--- src/rtl/mips_pkg.sv ---
// Shared MIPS pipeline encodings: writeback select, load types and the $zero register.
package mips_pkg;

    localparam int DATA_W = 32;
    localparam int REG_W  = 5;

    typedef enum logic [1:0] {
        WB_ALU  = 2'b00,
        WB_LOAD = 2'b01,
        WB_LINK = 2'b10,
        WB_RSVD = 2'b11
    } wb_sel_e;

    typedef enum logic [2:0] {
        LD_W  = 3'b000,
        LD_B  = 3'b001,
        LD_BU = 3'b010,
        LD_H  = 3'b011,
        LD_HU = 3'b100
    } load_type_e;

    localparam logic [REG_W-1:0] REG_ZERO = '0;

endpackage

--- src/rtl/load_formatter.sv ---
// Big-endian load extraction and extension from an aligned memory word.
// Purely combinational so it can be shared with the cache refill path.
module load_formatter
    import mips_pkg::*;
(
    input  logic [2:0]        loadType,
    input  logic [1:0]        offset,
    input  logic [DATA_W-1:0] memData,
    output logic [DATA_W-1:0] data,
    output logic              misalign
);

    logic [7:0]  w_byte;
    logic [15:0] w_half;

    // Byte 0 is the most significant byte of the word.
    always_comb begin
        w_byte = memData[31:24];
        case (offset)
            2'd0: w_byte = memData[31:24];
            2'd1: w_byte = memData[23:16];
            2'd2: w_byte = memData[15:8];
            2'd3: w_byte = memData[7:0];
            default: w_byte = memData[31:24];
        endcase
        w_half = offset[1] ? memData[15:0] : memData[31:16];
    end

    always_comb begin
        data     = memData;
        misalign = 1'b0;
        case (loadType)
            LD_B:  data = {{24{w_byte[7]}}, w_byte};
            LD_BU: data = {24'd0, w_byte};
            LD_H: begin
                data     = {{16{w_half[15]}}, w_half};
                misalign = offset[0];
            end
            LD_HU: begin
                data     = {16'd0, w_half};
                misalign = offset[0];
            end
            default: begin
                data     = memData;
                misalign = (offset != 2'd0);
            end
        endcase
    end

endmodule

--- src/rtl/mem_wb_stage.sv ---
// MEM/WB pipeline register and writeback formatter; drives the register file
// write port, the EX forwarding bus and a retired-instruction counter.
module mem_wb_stage
    import mips_pkg::*;
#(
    parameter int DATA_W = 32,
    parameter int REG_W  = 5
) (
    input  logic              clk,
    input  logic              rstN,
    input  logic              stall,
    input  logic              flush,
    input  logic              inValid,
    input  logic              inRegWrite,
    input  logic [1:0]        inWbSel,
    input  logic [2:0]        inLoadType,
    input  logic [REG_W-1:0]  inDestReg,
    input  logic [DATA_W-1:0] inAluResult,
    input  logic [DATA_W-1:0] inMemData,
    input  logic [DATA_W-1:0] inPc,
    output logic              wrEnable,
    output logic [REG_W-1:0]  wrReg,
    output logic [DATA_W-1:0] wrData,
    output logic              fwdValid,
    output logic [REG_W-1:0]  fwdReg,
    output logic [DATA_W-1:0] fwdData,
    output logic              misalignErr,
    output logic [31:0]       retireCount
);

    logic              r_valid;
    logic              r_regWrite;
    logic [1:0]        r_wbSel;
    logic [2:0]        r_loadType;
    logic [REG_W-1:0]  r_destReg;
    logic [DATA_W-1:0] r_aluResult;
    logic [DATA_W-1:0] r_memData;
    logic [DATA_W-1:0] r_pc;
    logic [31:0]       r_retireCount;

    logic [DATA_W-1:0] w_loadData;
    logic              w_loadMisalign;
    logic              w_misalignErr;
    logic [DATA_W-1:0] w_result;

    // Flush wins over stall; on flush only valid matters, the payload just holds.
    always_ff @(posedge clk or negedge rstN) begin
        if (!rstN) begin
            r_valid     <= 1'b0;
            r_regWrite  <= 1'b0;
            r_wbSel     <= '0;
            r_loadType  <= '0;
            r_destReg   <= '0;
            r_aluResult <= '0;
            r_memData   <= '0;
            r_pc        <= '0;
        end else if (flush) begin
            r_valid <= 1'b0;
        end else if (!stall) begin
            r_valid     <= inValid;
            r_regWrite  <= inRegWrite;
            r_wbSel     <= inWbSel;
            r_loadType  <= inLoadType;
            r_destReg   <= inDestReg;
            r_aluResult <= inAluResult;
            r_memData   <= inMemData;
            r_pc        <= inPc;
        end
    end

    // An instruction retires on the edge that moves it out of the stage.
    always_ff @(posedge clk or negedge rstN) begin
        if (!rstN) begin
            r_retireCount <= '0;
        end else if (r_valid && !stall) begin
            r_retireCount <= r_retireCount + 32'd1;
        end
    end

    load_formatter u_load_formatter (
        .loadType (r_loadType),
        .offset   (r_aluResult[1:0]),
        .memData  (r_memData),
        .data     (w_loadData),
        .misalign (w_loadMisalign)
    );

    always_comb begin
        case (r_wbSel)
            WB_LOAD: w_result = w_loadData;
            WB_LINK: w_result = r_pc + 32'd8;
            default: w_result = r_aluResult;
        endcase
        w_misalignErr = r_valid && (r_wbSel == WB_LOAD) && w_loadMisalign;
    end

    assign misalignErr = w_misalignErr;
    assign wrEnable    = r_valid && r_regWrite && (r_destReg != REG_ZERO) && !w_misalignErr;
    assign wrReg       = r_destReg;
    assign wrData      = w_result;
    assign fwdValid    = wrEnable;
    assign fwdReg      = wrReg;
    assign fwdData     = wrData;
    assign retireCount = r_retireCount;

endmodule

--- config.mk ---
export PLATFORM = sky130hd
export DESIGN_NAME = mem_wb_stage
export DESIGN_NICKNAME = d
export VERILOG_FILES = /design/src/rtl/mips_pkg.sv /design/src/rtl/load_formatter.sv /design/src/rtl/mem_wb_stage.sv
export SDC_FILE = /design/constraint.sdc
export NUM_CORES = 1
export LEC_CHECK = 0
export BUFFER_PORTS_ARGS = -buffer_cell sky130_fd_sc_hd__buf_4
export CORE_UTILIZATION = 23
export CTS_CLUSTER_SIZE = 8
export DETAILED_ROUTE_END_ITERATION = 10
export HOLD_SLACK_MARGIN = 0.12
export PLACE_DENSITY = 0.46
export REMOVE_ABC_BUFFERS = 1
export SLEW_MARGIN = 15
export SYNTH_ARGS = -nofsm -noshare
export SYNTH_HDL_FRONTEND = slang
export SYNTH_SLANG_ARGS = --single-unit
--- constraint.sdc ---
create_clock -name clk -period 2.9 [get_ports clk]
set_input_delay 0.145 -clock clk [delete_from_list [all_inputs] [get_ports clk]]
set_output_delay 0.145 -clock clk [all_outputs]
set_load 0.01 [all_outputs]
After elaboration in Yosys (flattened, before gate mapping)
Cells that the tools add are included.
Operators by class
  mux-type cells: 7
  equality and inequality tests: 10
  $add $sub $neg: 2
  bitwise logic cells: 2
  reductions and logical operators: 14
Operators with widths (count)
  $pmux W32 S4: 1
  $pmux W32 S2: 1
  $add A32 B1 Y32 const B: 1
  $add A32 B4 Y32 const B: 1
  $pmux W8 S4: 1
  $mux W16: 1
  $eq A2 B2 Y1 const B: 3
  $eq A3 B2 Y1 const B: 2
  $logic_and A1 B1 Y1: 6
  $reduce_bool A5 Y1: 1
  $eq A2 B1 Y1 const B: 2
  $reduce_or A2 Y1: 2
  $eq A3 B1 Y1 const B: 1
  $eq A3 B3 Y1 const B: 1
  $logic_not A1 Y1: 2
  $logic_not A2 Y1: 1
  $mux W1: 2
  $ne A2 B1 Y1 const B: 1
  $not A1 Y1: 2
  $pmux W1 S2: 1
  $reduce_and A2 Y1: 1
  $reduce_bool A2 Y1: 1
Word-level totals
  flip-flop bits (word level): 140
  logic and storage cells: 44
  input bits: 112
  output and inout bits: 109

Depth between registers and ports, before layout
Gate-level depths: netlist of run 1.
  depth in word-level cells: 6
  depth in mapped cells: 9
  depth with buffers taken out: 6

Cells and area by module
A second synthesis of run 1 with hierarchy kept.
Second synthesis, totals
  cells, all modules: 728
  area total of the unflattened synthesis: 8059.0 um2
Modules (own cells, without submodules)
  mem_wb_stage: instances 1, cells each 594, area each 6874.1 um2
  load_formatter: instances 1, cells each 134, area each 1184.9 um2

Least setup slack after synthesis of run 1
Ideal clock, no wire load.
  path kind: reg-to-output
  start point: register r_loadType[1]
  end point: output port wrData[1]
  slack: 0.800 ns
  cell stages (with the launch flop): 8
  required time: 2.755 ns
  arrival time: 1.955 ns
  cells stage by stage: dfrtp_1 > buf_2 > nor2_2 > a21oi_1 > nor2_1 > a222oi_1 > o21ai_0 > buf_4
On the way
  cells in the longest elaborated chain, start to end: 3
Ends and longest elaborated chain
  from (decl): line mem_wb_stage.sv:34  | logic [2:0] r_loadType;
  from (signal assigned): line mem_wb_stage.sv:63  | r_loadType <= inLoadType;
  $eq A3 B3 Y1, or another cell as far along: line load_formatter.sv:32  | case (loadType)
  $pmux W32 S4 (*): line load_formatter.sv:32
  $pmux W32 S2 (*): line mem_wb_stage.sv:89  | case (r_wbSel)
  to (decl): line mem_wb_stage.sv:23  | output logic [DATA_W-1:0] wrData,
Mark *: on every way between the ends. The rest lies on a longest branch, timed or not.

Worst setup path after layout of run 1
  start point: register r_pc[3]
  end point: output port fwdData[31]
On the way
  cells in the longest elaborated chain, start to end: 2
Ends and longest elaborated chain
  from (decl): line mem_wb_stage.sv:38  | logic [DATA_W-1:0] r_pc;
  from (signal assigned): line mem_wb_stage.sv:67  | r_pc <= inPc;
  $add A32 B4 Y32: line mem_wb_stage.sv:91  | WB_LINK: w_result = r_pc + 32'd8;
  $pmux W32 S2: line mem_wb_stage.sv:89
  to (decl): line mem_wb_stage.sv:26  | output logic [DATA_W-1:0] fwdData,
Every way passes these cells.

==> impl_metrics.tcl, run 1 <==
set metrics [dict create \
    r2r_slack_ns 0.89 \
    pwr-share-comb_pct 29.2 \
    vias 6205 \
    synth_seq_cells 140 \
    ys.flop_type "dfrtp_1" \
    cp_slowest_stage_delay_ns 0.53 \
    antenna_found_initial 2 \
    avgSynthCellArea_um2 11.3 \
    dieArea_mm2 0.0330 \
    arrival_ns 2.60 \
    grt_max_degree 106 \
    grt_pass1_vias 6324 \
    finalCritPeriodShare_pct 94.8 \
    numCtsBuffers 17 \
    tns_ns 0 \
    status "finished, final reports clean" \
    synthTopCellsByArea "dfrtp_1 47%, mux2_2 16%, xnor2_1 3.9%, buf_4 3.8%, xor2_1 3.2%" \
    io-pin-count 221 \
    rr_endpoint "retireCount[16]$_DFFE_PN0P_" \
    worst_pin_slew_ns 0.792 \
    switching_power_mw 2.19 \
    p_leak_nw 4.91 \
    drt-total-wl_um 24900 \
    async_flop_share_pct 100 \
    dp_slack_ns 0.388 \
    required_ns 2.76 \
    report.final.setup_viol 0 \
    clock_path_buffers 2 \
    drt_iter0_drc 386 \
    finClkSkew_ns 0.00854 \
    path_clk_slew_ns 0.06 \
    syn_area_mm2 0.00743 \
    synth_cell_types 48 \
    power_switching_share_pct 30.8 \
    internal_power_mw 4.92 \
    synth-seq-area-share_pct 47.2 \
    fp.dieW_um 182 \
    rsz0062_at_grt "false" \
    clkSinkCount 140 \
    crit_start "r_pc[3]$_DFFE_PN0P_" \
    critPathKind "flip-flop to primary output" \
    synth-edff-count 0 \
    die_h_um 182 \
    clk_root_buffer_cell "clkbuf_16" \
    crit_chain "ha_1 > nand2_1 > nor4_4 > nand4_1 > xor2_1 > o221ai_1 > buf_4" \
    drtAntennaViolNets 0 \
    syn_to_final_growth_pct 50.6 \
    drv_cap 0 \
    grt.total_usage_pct 15.3 \
    cp_num_buf_inv 1 \
    r2r_cells 5 \
    maxSlewViolCount 0 \
    grt_first_pass_wirelength_um 38100 \
    core_area_mm2 0.0316 \
    yosys.area.top_type "dfrtp_1" \
    min-delay-path-class "primary input to asynchronous set/reset pin" \
    ys_warn_count 0 \
    clockPowerShare_pct 36.0 \
    final_common_cell "buf_4" \
    drc 0 \
    drive_above_1_share_pct 40.5 \
    netlist.area_leader.share_pct 47.2 \
    crit_slowest_cell "nor4_4" \
    avgViaCountPerCell 4.52 \
    port_buffers 220 \
    period_minus_slack_ns 2.75 \
    syn_inst 659 \
    worst_setup_path_start_kind "flip-flop" \
    final_nets 1072 \
    overflow 0 \
    dp_hpwl_um 18100 \
    setup_slack_ns 0.150 \
    r2r_start "r_valid$_DFFE_PN0P_" \
    cts_tree "yes" \
    max_clock_freq_mhz 364 \
    start_util_pct 23.5 \
    hold_viol_final 0 \
    power_density_mw_per_mm2 636 \
    power.share.sequential_pct 34.8 \
    wl_per_cell_um 18.2 \
    ir_worst_vdd_mv 0.424 \
    insertion_delay_ns 0.43 \
    globalplace.congestion 0.777 \
    critPathCaptureType "primary output" \
    critPathMaxFanout 6 \
    slew-limit-headroom_pct 47.2 \
    crit_cells 7 \
    num_rows 65 \
    drt_first_pass_iters 6 \
    fill_cells 3156 \
    crit_end "fwdData[31]" \
    final_cell_mix "236 x buf_4, 140 x dfrtp_1, 111 x dlygate4sd3_1, 104 x mux2_2, 47 x nand2_1" \
    htreeDepth 4 \
    critPathTopFamily "simple AND/OR/NAND/NOR gates" \
]
-- power groups by stage --
stage,clock [mW],combinational (mW),sequential [mW]
floorplan,0,0.947,2.45
global placement,0,1.93,2.52
detailed placement,0,1.94,2.51
CTS,2.64,2.08,2.48
global route,2.70,2.25,2.52
finish,2.56,2.08,2.48
-- area by class of cell --
type / instances / area [um^2] / share of cell area (%)
Timing Repair Buffer: 350 / 2930 / 26.2
Sequential cell: 140 / 3500 / 31.3
Clock inverter: 13 / 236 / 2.11
Inverter: 6 / 22.5 / 0.201
Multi-Input combinational cell: 441 / 3540 / 31.7
Antenna cell: 1 / 2.50 / 0.0224
Clock buffer: 19 / 443 / 3.96
Tap cell: 402 / 503 / 4.50
-- how the worst min path moves through the flow --
stage / from / end / slack, ns / cells after the start
finish: rstN / retireCount[10]$_DFFE_PN0P_ / 0.32 / 2
global route: rstN / retireCount[10]$_DFFE_PN0P_ / 0.37 / 2
CTS: rstN / retireCount[12]$_DFFE_PN0P_ / 0.36 / 2
detailed placement: rstN / retireCount[12]$_DFFE_PN0P_ / 0.24 / 1
global placement: rstN / retireCount[12]$_DFFE_PN0P_ / 0.24 / 1
floorplan: rstN / fwdReg[0]$_DFFE_PN0P_ / -0.15 / 0
-- sequential cells by signal (all words and copies together), names as in the netlist --
signal	flops
fwdReg	5
r_aluResult	32
r_loadType	3
r_memData	32
r_pc	32
r_regWrite	1
r_valid	1
r_wbSel	2
retireCount	32
-- repair_timing --
item / 4_1_cts / 5_1_grt
pin swaps: 0 / 3
endpoints found under the hold margin: 187 / 0
setup buffers: 0 / 1
resized for setup: 2 / 11
setup endpoints to repair: 15 / 46
hold buffers: 111 / 0
cloned: 0 / 0
-- metal layers --
metal | vias to the layer above | global-route usage [%] | part of all wire (%)
met5 | - | 0 | 0.052
met4 | 2 | 4.14 | 1.4
met3 | 21 | 3.57 | 5.3
met2 | 202 | 24.5 | 47
met1 | 3036 | 20.5 | 46
li1 | 2944 | - | -
-- synthesized netlist by cell type, types with 2 or more instances --
library cell,number
a222oi_1,5
nor2_1,41
nand3_1,29
o21ai_0,16
clkbuf_1,22
o221ai_1,20
mux2_2,104
a221oi_1,3
nand2_1,47
buf_2,7
a211oi_1,2
dfrtp_1,140
and3b_1,3
nor4_2,3
a21oi_1,9
mux4_2,5
ha_1,4
mux2i_1,8
o211ai_1,8
nor3_1,3
xor2_1,27
a22oi_1,14
nand4_1,15
and3_1,11
and4_1,5
nand2b_1,3
inv_1,6
and2_1,2
xnor2_1,33
buf_1,4
buf_4,38
nor2b_1,6
-- stage by stage --
stage / hold slack, ns / utilization [%] / instances / cell area [um^2] / total power, mW
3_5_place_dp: 0.244 / 29.5 / 1227 / 9320 / 4.45
4_1_cts: 0.356 / 35.2 / 1370 / 11100 / 7.20
3_3_place_gp: 0.243 / 29.5 / 1227 / 9320 / 4.45
5_1_grt: 0.374 / 35.3 / 1371 / 11200 / 7.47
6_report: 0.318 / 35.4 / 1372 / 11200 / 7.11
2_1_floorplan: -0.151 / - / 587 / 7000 / 3.39
-- logic make-up (layout without fill, tap and decap cells) --
| group | Yosys count | after routing | share of synthesized area [%] |
|---|---|---|---|
| AND/OR/NAND/NOR | 175 | 175 | 12.1 |
| AO/OA/AOI/OAI | 85 | 85 | 8.56 |
| XOR/XNOR | 60 | 60 | 7.08 |
| other | 0 | 1 | 0 |
| flip-flops | 140 | 140 | 47.2 |
| adder cells (fa/ha/maj) | 4 | 4 | 0.674 |
| buffers and inverters | 78 | 388 | 6.08 |
| multiplexers | 117 | 117 | 18.4 |
No activity file was read; power rests on OpenSTA's default activity.
==> run 2, diff against run 1 <==
- CTS_BUF_LIST: default -> sky130_fd_sc_hd__clkbuf_8
- SLEW_MARGIN: 15 -> 5
==> run 2 against run 1 <==
Compared with the run above: utilization down 0.31 points; fmax up 0.49%; via count up 0.92%; register-to-register slack about the same; routed wire length about the same; clock-buffer cell count down 1; cell area down 0.88%; non-clock buffer count up 8; largest cell class unchanged; power down 7.7%.
==> impl_metrics.tcl, run 2 (synthesis gave the netlist of run 1 again) <==
set metrics [dict create \
    fill_cells 3169 \
    drt_first_pass_iters 5 \
    crit_end "wrData[15]" \
    fp.dieW_um 182 \
    register_area_mm2 0.00350 \
    power_switching_share_pct 32.4 \
    ir_worst_vdd_mv 0.265 \
    avgViaCountPerCell 4.54 \
    crit_slowest_cell "mux4_2" \
    drive_above_1_share_pct 40.6 \
    grt_first_pass_wirelength_um 38200 \
    critPathCaptureType "primary output" \
    max_clock_freq_mhz 365 \
    grt.total_usage_pct 15.3 \
    clock_path_buffers 2 \
    io-pin-count 221 \
    rr_endpoint "retireCount[16]$_DFFE_PN0P_" \
    crit_chain "mux4_2 > o31a_1 > o221a_1 > a221o_1 > buf_4" \
    internal_power_mw 4.44 \
    numPlacedInstances 1227 \
    final_common_cell "buf_4" \
    vias 6262 \
    clockPowerShare_pct 30.2 \
    final_cells 1380 \
    status "finished, final reports clean" \
    stdcell_area_mm2 0.0111 \
    port_buffers 220 \
    power.share.sequential_pct 37.7 \
    multi_input_area_mm2 0.00356 \
    grt_max_degree 106 \
    syn_to_final_growth_pct 49.3 \
    worst_pin_slew_ns 0.785 \
    placed_area_mm2 0.00932 \
    die_h_um 182 \
    finalCritPeriodShare_pct 94.4 \
    report.final.setup_viol 0 \
    grt_pass1_vias 6330 \
    clk_root_buffer_cell "clkbuf_8" \
    drc 0 \
    pwr-share-comb_pct 32.1 \
    r2r_start "r_valid$_DFFE_PN0P_" \
    numCtsBuffers 17 \
    cts_tree "yes" \
    start_util_pct 23.5 \
    globalplace.congestion 0.777 \
    final_nets 1080 \
    drt-total-wl_um 24900 \
    drv_cap 0 \
    wl_per_cell_um 18.0 \
    arrival_ns 2.59 \
    cp_slowest_stage_delay_ns 0.56 \
    power_density_mw_per_mm2 592 \
    drtAntennaViolNets 0 \
    overflow 0 \
    num_rows 65 \
    insertion_delay_ns 0.46 \
    dp_hpwl_um 18100 \
    antenna_found_initial 2 \
    clkSinkCount 140 \
    slew-limit-headroom_pct 47.7 \
    path_clk_slew_ns 0.08 \
    switching_power_mw 2.13 \
    r2r_slack_ns 0.88 \
    crit_start "r_memData[7]$_DFFE_PN0P_" \
    period_minus_slack_ns 2.74 \
    finClkSkew_ns 0.0114 \
    hold_viol_final 0 \
    dieArea_mm2 0.0330 \
    critPathKind "flip-flop to primary output" \
    core_area_mm2 0.0316 \
    drt_iter0_drc 401 \
    maxSlewViolCount 0 \
    final_cell_mix "238 x buf_4, 140 x dfrtp_1, 117 x dlygate4sd3_1, 104 x mux2_2, 47 x nand2_1" \
    worst_setup_path_start_kind "flip-flop" \
    required_ns 2.76 \
    critPathMaxFanout 5 \
    r2r_cells 5 \
    postLayoutCoreUtil_pct 35.0 \
    p_leak_nw 4.87 \
    htreeDepth 4 \
    min-delay-path-class "primary input to asynchronous set/reset pin" \
]
==> run 2: cell types whose count changed in the layout (fill, tap and decap cells not counted), moves of 2 or more <==
cell	previous run	this run
buf_4	236	238
clkbuf_8	1	18
dlygate4sd3_1	111	117
clkbuf_16	17	0
==> run 2: power groups by stage <==
stage,clock network (mW),registers (mW),logic (mW)
6_report,1.98,2.48,2.11
5_1_grt,2.12,2.52,2.28
4_1_cts,2.05,2.48,2.10
3_5_place_dp,0,2.51,1.94
3_3_place_gp,0,2.52,1.93
2_1_floorplan,0,2.45,0.947
==> run 2: worst max-delay path, delay by kind of cell (launching register included) <==
| kind | cells | cell delay [ns] |
|---|---|---|
| AO/OA/AOI/OAI | 3 | 0.95 |
| buffers and inverters | 1 | 0.17 |
| flip-flops | 1 | 0.45 |
| multiplexers | 1 | 0.56 |
==> run 2: worst min-delay path by stage <==
stage,endpoint,slack (ns),startpoint
after floorplan,fwdReg[0]$_DFFE_PN0P_,-0.15,rstN
after global placement,retireCount[12]$_DFFE_PN0P_,0.24,rstN
after detailed placement,retireCount[12]$_DFFE_PN0P_,0.24,rstN
after CTS,r_pc[19]$_DFFE_PN0P_,0.30,rstN
after global routing,retireCount[10]$_DFFE_PN0P_,0.32,rstN
final,retireCount[10]$_DFFE_PN0P_,0.28,rstN
==> run 2: cell type report <==
cell class / instances / share of cell area (%)
Antenna cell: 1 / 0.0226
Clock buffer: 18 / 2.23
Clock inverter: 14 / 2.17
Inverter: 6 / 0.203
Multi-Input combinational cell: 441 / 32.1
Sequential cell: 140 / 31.6
Tap cell: 402 / 4.54
Timing Repair Buffer: 358 / 27.1
==> run 2: routing by layer <==
layer | track usage [%] | up-vias | share of wire, %
met3 | 3.57 | 22 | 5.2
met5 | 0 | - | 0.052
met1 | 20.6 | 3077 | 46
met4 | 4.37 | 2 | 1.4
li1 | - | 2966 | -
met2 | 24.4 | 195 | 47
==> run 2: timing repair <==
item | in CTS | in global routing
setup buffers | 0 | 3
endpoints found under the setup margin | 43 | 56
hold buffers | 117 | 0
hold endpoints to repair | 187 | 0
resized for setup | 6 | 12
pin swaps | 1 | 5
==> run 2: through the flow <==
step	total power, mW	setup TNS (ns)	hold slack [ns]	setup WS, ns
2_1_floorplan	3.39	-265.15	-0.151	-2.49
3_3_place_gp	4.45	0	0.243	0.430
3_5_place_dp	4.45	0	0.244	0.388
4_1_cts	6.63	-0.0347	0.296	-0.0176
5_1_grt	6.92	-0.00162	0.319	-0.00162
6_report	6.56	0	0.278	0.164
